### src/rtl/discrete_pkg.sv
// Shared signal-domain definitions for the discrete audio blocks: signal width,
// saturation limits and a voltage-to-signal conversion used for parameter defaults.
package discrete_pkg;

    localparam int SIG_W = 16;
    localparam logic signed [SIG_W-1:0] SIG_MAX = 16'sh7FFF;
    localparam logic signed [SIG_W-1:0] SIG_MIN = 16'sh8000;

    // Rounded (mv / vcc_mv) * 2^frac_w, so 5 V at 12 V VCC with 14 fraction bits gives 6827.
    function automatic logic signed [SIG_W-1:0] volts_to_signal(input int mv, input int vcc_mv,
                                                                input int frac_w);
        longint scaled;
        scaled = ((longint'(mv) <<< frac_w) + longint'(vcc_mv / 2)) / longint'(vcc_mv);
        return scaled[SIG_W-1:0];
    endfunction

    function automatic logic signed [SIG_W-1:0] saturate(input logic signed [31:0] value);
        if (value > 32'sd32767) begin
            return SIG_MAX;
        end else if (value < -32'sd32768) begin
            return SIG_MIN;
        end
        return value[SIG_W-1:0];
    endfunction

endpackage

### src/rtl/square_oscillator_channel.sv
// One gated square oscillator: period counter, phase-coherent gating, audio-rate sampling
// and optional slew limiting (compiled in with GATED_SQUARE_OSCILLATOR_SLEW_EN).
module square_oscillator_channel
    import discrete_pkg::*;
#(
    parameter int                      COUNTER_WIDTH = 24,
    parameter logic signed [SIG_W-1:0] HIGH_LEVEL    = 16'sd6827,
    parameter int                      SLEW_STEP     = 28
) (
    input  logic                     clk,
    input  logic                     I_RST,
    input  logic                     audio_clk_en,
    input  logic                     enable,
    input  logic [COUNTER_WIDTH-1:0] period,
    input  logic [COUNTER_WIDTH-1:0] high_count,
    output logic signed [SIG_W-1:0]  out
);

    logic [COUNTER_WIDTH-1:0] count_reg, count_next;
    logic [COUNTER_WIDTH-1:0] eff_period;
    logic                     raw_level;
    logic signed [SIG_W-1:0]  unfilt_reg, unfilt_next;

    // The wrap test uses >= so a period shrunk below the current count cannot lock up.
    always_comb begin
        eff_period  = (period < COUNTER_WIDTH'(2)) ? COUNTER_WIDTH'(2) : period;
        raw_level   = enable && (count_reg < high_count);
        unfilt_next = raw_level ? HIGH_LEVEL : '0;
        count_next  = '0;
        if (enable && (count_reg < eff_period - COUNTER_WIDTH'(1))) begin
            count_next = count_reg + COUNTER_WIDTH'(1);
        end
    end

    always_ff @(posedge clk) begin
        if (I_RST) begin
            count_reg  <= '0;
            unfilt_reg <= '0;
        end else begin
            count_reg <= count_next;
            if (audio_clk_en) begin
                unfilt_reg <= unfilt_next;
            end
        end
    end

`ifdef GATED_SQUARE_OSCILLATOR_SLEW_EN
    localparam logic signed [SIG_W:0] STEP = (SIG_W+1)'(SLEW_STEP);

    logic signed [SIG_W-1:0] out_reg, out_next;
    logic signed [SIG_W:0]   diff;

    // Chases the sample registered on the previous strobe, one sample behind the raw level.
    always_comb begin
        diff     = (SIG_W+1)'(unfilt_reg) - (SIG_W+1)'(out_reg);
        out_next = unfilt_reg;
        if (diff > STEP) begin
            out_next = out_reg + STEP[SIG_W-1:0];
        end else if (diff < -STEP) begin
            out_next = out_reg - STEP[SIG_W-1:0];
        end
    end

    always_ff @(posedge clk) begin
        if (I_RST) begin
            out_reg <= '0;
        end else if (audio_clk_en) begin
            out_reg <= out_next;
        end
    end

    assign out = out_reg;
`else
    logic unused_slew;
    assign unused_slew = ^SLEW_STEP;
    assign out         = unfilt_reg;
`endif

endmodule

### src/rtl/gated_square_oscillator_bank.sv
// Bank of gated square oscillators with a saturating mixer.
// Define GATED_SQUARE_OSCILLATOR_SLEW_EN to compile in per-channel slew limiting.
module gated_square_oscillator_bank
    import discrete_pkg::*;
#(
    parameter int                      CHANNELS              = 2,
    parameter int                      SIGNAL_FRACTION_WIDTH = 14,
    parameter int                      COUNTER_WIDTH         = 24,
    parameter logic signed [SIG_W-1:0] HIGH_LEVEL            = volts_to_signal(5000, 12000, SIGNAL_FRACTION_WIDTH),
    parameter int                      SLEW_STEP             = 28
) (
    input  logic                              clk,
    input  logic                              I_RST,
    input  logic                              audio_clk_en,
    input  logic [CHANNELS-1:0]               enable,
    input  logic [CHANNELS*COUNTER_WIDTH-1:0] period,
    input  logic [CHANNELS*COUNTER_WIDTH-1:0] high_count,
    output logic [CHANNELS*SIG_W-1:0]         out,
    output logic signed [SIG_W-1:0]           mix_out
);

    localparam int SUM_W = SIG_W + $clog2(CHANNELS);

    logic signed [SIG_W-1:0] ch_out [CHANNELS];
    logic signed [SUM_W-1:0] mix_sum;
    logic signed [SIG_W-1:0] mix_reg;

    generate
        for (genvar gi = 0; gi < CHANNELS; gi++) begin : g_channel
            square_oscillator_channel #(
                .COUNTER_WIDTH (COUNTER_WIDTH),
                .HIGH_LEVEL    (HIGH_LEVEL),
                .SLEW_STEP     (SLEW_STEP)
            ) u_channel (
                .clk          (clk),
                .I_RST        (I_RST),
                .audio_clk_en (audio_clk_en),
                .enable       (enable[gi]),
                .period       (period[gi*COUNTER_WIDTH +: COUNTER_WIDTH]),
                .high_count   (high_count[gi*COUNTER_WIDTH +: COUNTER_WIDTH]),
                .out          (ch_out[gi])
            );
            assign out[gi*SIG_W +: SIG_W] = ch_out[gi];
        end
    endgenerate

    always_comb begin
        mix_sum = '0;
        for (int i = 0; i < CHANNELS; i++) begin
            mix_sum = mix_sum + SUM_W'(ch_out[i]);
        end
    end

    // Mixes the outputs as they stand before this strobe, so the mix lags out by one sample.
    always_ff @(posedge clk) begin
        if (I_RST) begin
            mix_reg <= '0;
        end else if (audio_clk_en) begin
            mix_reg <= saturate(32'(mix_sum));
        end
    end

    assign mix_out = mix_reg;

endmodule

### config.mk
export PLATFORM = sky130hd
export DESIGN_NAME = gated_square_oscillator_bank
export DESIGN_NICKNAME = d
export VERILOG_FILES = /design/src/rtl/discrete_pkg.sv /design/src/rtl/square_oscillator_channel.sv /design/src/rtl/gated_square_oscillator_bank.sv
export SDC_FILE = /design/constraint.sdc
export NUM_CORES = 1
export LEC_CHECK = 0
export CAP_MARGIN = 20
export CORE_AREA = 2 2 142 109
export DETAILED_ROUTE_END_ITERATION = 10
export DIE_AREA = 0 0 144 111
export PLACE_DENSITY = 0.66
export SYNTH_ARGS = -nofsm -noshare
export SYNTH_HDL_FRONTEND = slang
export SYNTH_SLANG_ARGS = --single-unit
### constraint.sdc
create_clock -name clk -period 7.3 [get_ports clk]
set_input_delay 1.095 -clock clk [delete_from_list [all_inputs] [get_ports clk]]
set_output_delay 1.095 -clock clk [all_outputs]
set_load 0.03 [all_outputs]
==> results.cfg <==
[outcome]
status = finished, final reports clean

[route]
drt_iter0_drc = 248
vias = 5094
via_per_inst = 4.975
drc = 0
totalWireLength_um = 13460
final_antenna_net_count = 0
firstDrtPassIters = 4
routedWlPerCell_um = 13.14

[synthesis]
yosys.area.top_type = ha_1
synth_edf_count = 0
synth_top_area_share = 0.2143
synth-simple-area-share = 0.2555
async_flop_share = 0
ys_seq_elements = 53
synth.top_cells.by_area = ha_1 (21%), dfxtp_1 (19%), xnor2_1 (9.0%)
yosysWarnings = 0
syn_area_per_cell_sq_um = 8.012
synth_compound_area_frac = 0.1065
synth_ff_type = dfxtp_1
synth-adder-area-share = 0.2143
synthesis.area_sq_um = 5720
synth_xor_area_frac = 0.1271
ys_seq_area_frac = 0.1855
synthCells = 714
synth_cell_types = 53
muxShareOfSynthArea = 0.003500
synth_top_family_by_area = simple AND/OR/NAND/NOR gates

[final_layout]
fin_nets = 1017
antennaDiodeCount = 0
syn_to_final_growth_pct = 25.00
largest_reg_flops = 48
layout-drive-gt1-share = 0.03053
design_area_sq_um = 7151

[clock_network]
cts-root-buf = clkbuf_16
clk_path_buf_depth = 2
clk_latency_ns = 0.28
clock-sinks = 53
cts_tree = yes
cts_buffers = 5
h-tree-depth = 2
cts_resized = 0
path_clk_slew_ns = 0.07
holdBufCountCts = 0
post_cts_buffers = 0

[sta]
holdWs_ns = 0.5162
period_share = 0.8294
setup_viol = 0
setup_tns_ns = 0
slew_violations = 0
finalHoldViolCount = 0
rsz0062_at_grt = no
fin_crit_ns = 6.055
tightest_slew_ns = 0.6876
clock.fmax_mhz = 165.2
skew_ns = 0.005617
max-slew-margin-rel = 0.5374

[power_and_ir_drop]
p_per_area_nw_per_um2 = 101.5
vdd_ir_drop_max_uv = 72.28
power_leakage_uw = 0.002949

[worst_hold_path]
hold_depth = 2
worstHoldPathType = reg2reg

[grt]
overflow = 0
grt_max_degree = 25
antenna_found_initial = 0
grt_pass1_vias = 4838
grt_use_total = 0.1706
grt_pass1_wl_um = 22630

[floorplan]
fp.dieW_um = 144
io_pins = 149
die_h_um = 111
start_util = 0.3869
placementRows = 39
core_sq_um = 14790
dieArea_sq_um = 15980

[setup_path]
crit_fanout = 24
endpoint_kind = register
critPathArrivalTime_ns = 6.22
crit_required_ns = 7.47
cp-start-kind = input port
rr_worst_depth = 7
criticalPathCategory = in2reg

[flow_run]
maxCapViolations = 0

[placement]
placed_area_sq_um = 6978
portBuffers = 130
gp_congestion = 0.8203
place_hpwl_um = 11100
[cell usage in the layout (no fill, tap or decap), drive strengths merged, types with 3 or more instances in the layout]
master,Yosys,routed
nand4b,3,3
a221o,3,3
nand2,43,43
nor4,13,13
and4,13,13
nand3,24,24
nor3,68,68
nand4,20,20
o31ai,3,3
clkbuf,9,7
o211ai,4,4
and2,3,3
or4,10,10
xnor2,59,59
and3,6,6
o2111ai,3,3
inv,56,56
buf,47,6
xor2,24,24
a211oi,9,9
nor2,53,53
clkdlybuf4s50,0,130
or3,6,6
a21oi,30,30
dfxtp,53,53
o21ai,11,11
nand2b,5,5
ha,98,98
a21o,13,13
nor3b,3,3
conb,1,18
[kinds of logic (layout without fill, tap and decap cells)]
| group | after synthesis | in the layout |
|---|---|---|
| buf+inv | 112 | 200 |
| mux | 2 | 2 |
| simple gates | 276 | 276 |
| compound gates | 89 | 89 |
| xor+xnor | 83 | 83 |
| other cells | 1 | 18 |
| flops | 53 | 53 |
| fa+ha+maj | 98 | 98 |
[where the power goes]
group	switching [uW]	internal [uW]	total (uW)
clock network	102	145	247
registers	3.94	291	295
logic	90.7	92.3	183
total	196	529	726
[metal layers]
metal	global-route usage	wire [um]
met1	0.2547	7149
met2	0.2660	5554
met3	0.02765	693
met4	0.01765	62
met5	0	0
[area by class of cell]
class                      count  area, sq um
timing repair buffer         136         1354
clock inverter                 1        5.005
sequential                    53         1061
inverter                      56        210.2
fill                        1494         7635
tap                          205        256.5
clock buffer                   7        152.6
multi-input combinational    566         4111
[cell usage after synthesis, types with 2 or more instances]
| cell type | count |
|---|---|
| and4_1 | 13 |
| xnor2_1 | 59 |
| or3_1 | 3 |
| ha_1 | 98 |
| and3_1 | 6 |
| dfxtp_1 | 53 |
| clkbuf_1 | 9 |
| nor2_1 | 53 |
| a21o_1 | 13 |
| nand4_1 | 20 |
| mux2i_1 | 2 |
| a21oi_1 | 29 |
| inv_1 | 56 |
| nand2b_1 | 5 |
| and2_1 | 2 |
| nor4_1 | 13 |
| nor2b_1 | 2 |
| or3_2 | 2 |
| a221o_1 | 3 |
| nor3_1 | 67 |
| xor2_1 | 24 |
| a2111oi_0 | 2 |
| o211ai_1 | 4 |
| a41o_1 | 2 |
| nand3b_1 | 2 |
| nand3_1 | 24 |
| o2111ai_1 | 3 |
| or4_4 | 2 |
| or4_1 | 7 |
| buf_6 | 4 |
| buf_4 | 43 |
| nor3b_1 | 3 |
| o21ai_0 | 11 |
| nand2_1 | 43 |
| o31ai_1 | 3 |
| nand4b_1 | 3 |
| a221oi_1 | 2 |
| a211oi_1 | 9 |
[worst max-delay path, stage by stage]
cell             delay, ns
clkdlybuf4s50_1       0.49
or4_4                 0.54
nor4b_1               0.50
and4_1                0.40
nand2b_1              0.14
ha_1                  0.23
nand4b_1              0.33
nor2_1                0.28
nand3_1               0.13
xor2_1                0.18
ha_1                  0.31
nand4_1               0.18
nor4_1                0.55
nand4_1               0.19
a311oi_2              0.26
buf_4                 0.32
nor3_1                0.10
[metrics by stage]
| step | utilization | setup slack [ns] | cells | power (uW) |
|---|---|---|---|---|
| detailed placement | 0.4719 | 0.9328 | 1015 | 485.4 |
| global placement | 0.4719 | 1.013 | 1015 | 484.7 |
| finish | 0.4836 | 1.245 | 1024 | 725.6 |
| global route | 0.4836 | 0.7621 | 1024 | 765.7 |
| CTS | 0.4826 | 1.245 | 1023 | 733.2 |
| floorplan | - | 2.180 | 731 | 405.3 |
[worst paths after layout]
kind	slack [ns]	end	from
hold reg to reg	0.52	mix_out[12]$_SDFFE_PP0P_	mix_out[12]$_SDFFE_PP0P_
setup / recovery	1.25	g_channel[1].u_channel.count_reg[18]$_SDFF_PP0_	period[34]
hold / removal	0.52	mix_out[12]$_SDFFE_PP0P_	mix_out[12]$_SDFFE_PP0P_
setup reg to reg	4.88	g_channel[1].u_channel.count_reg[18]$_SDFF_PP0_	g_channel[1].u_channel.count_reg[22]$_SDFF_PP0_
Power figures use the tool's default switching activity.
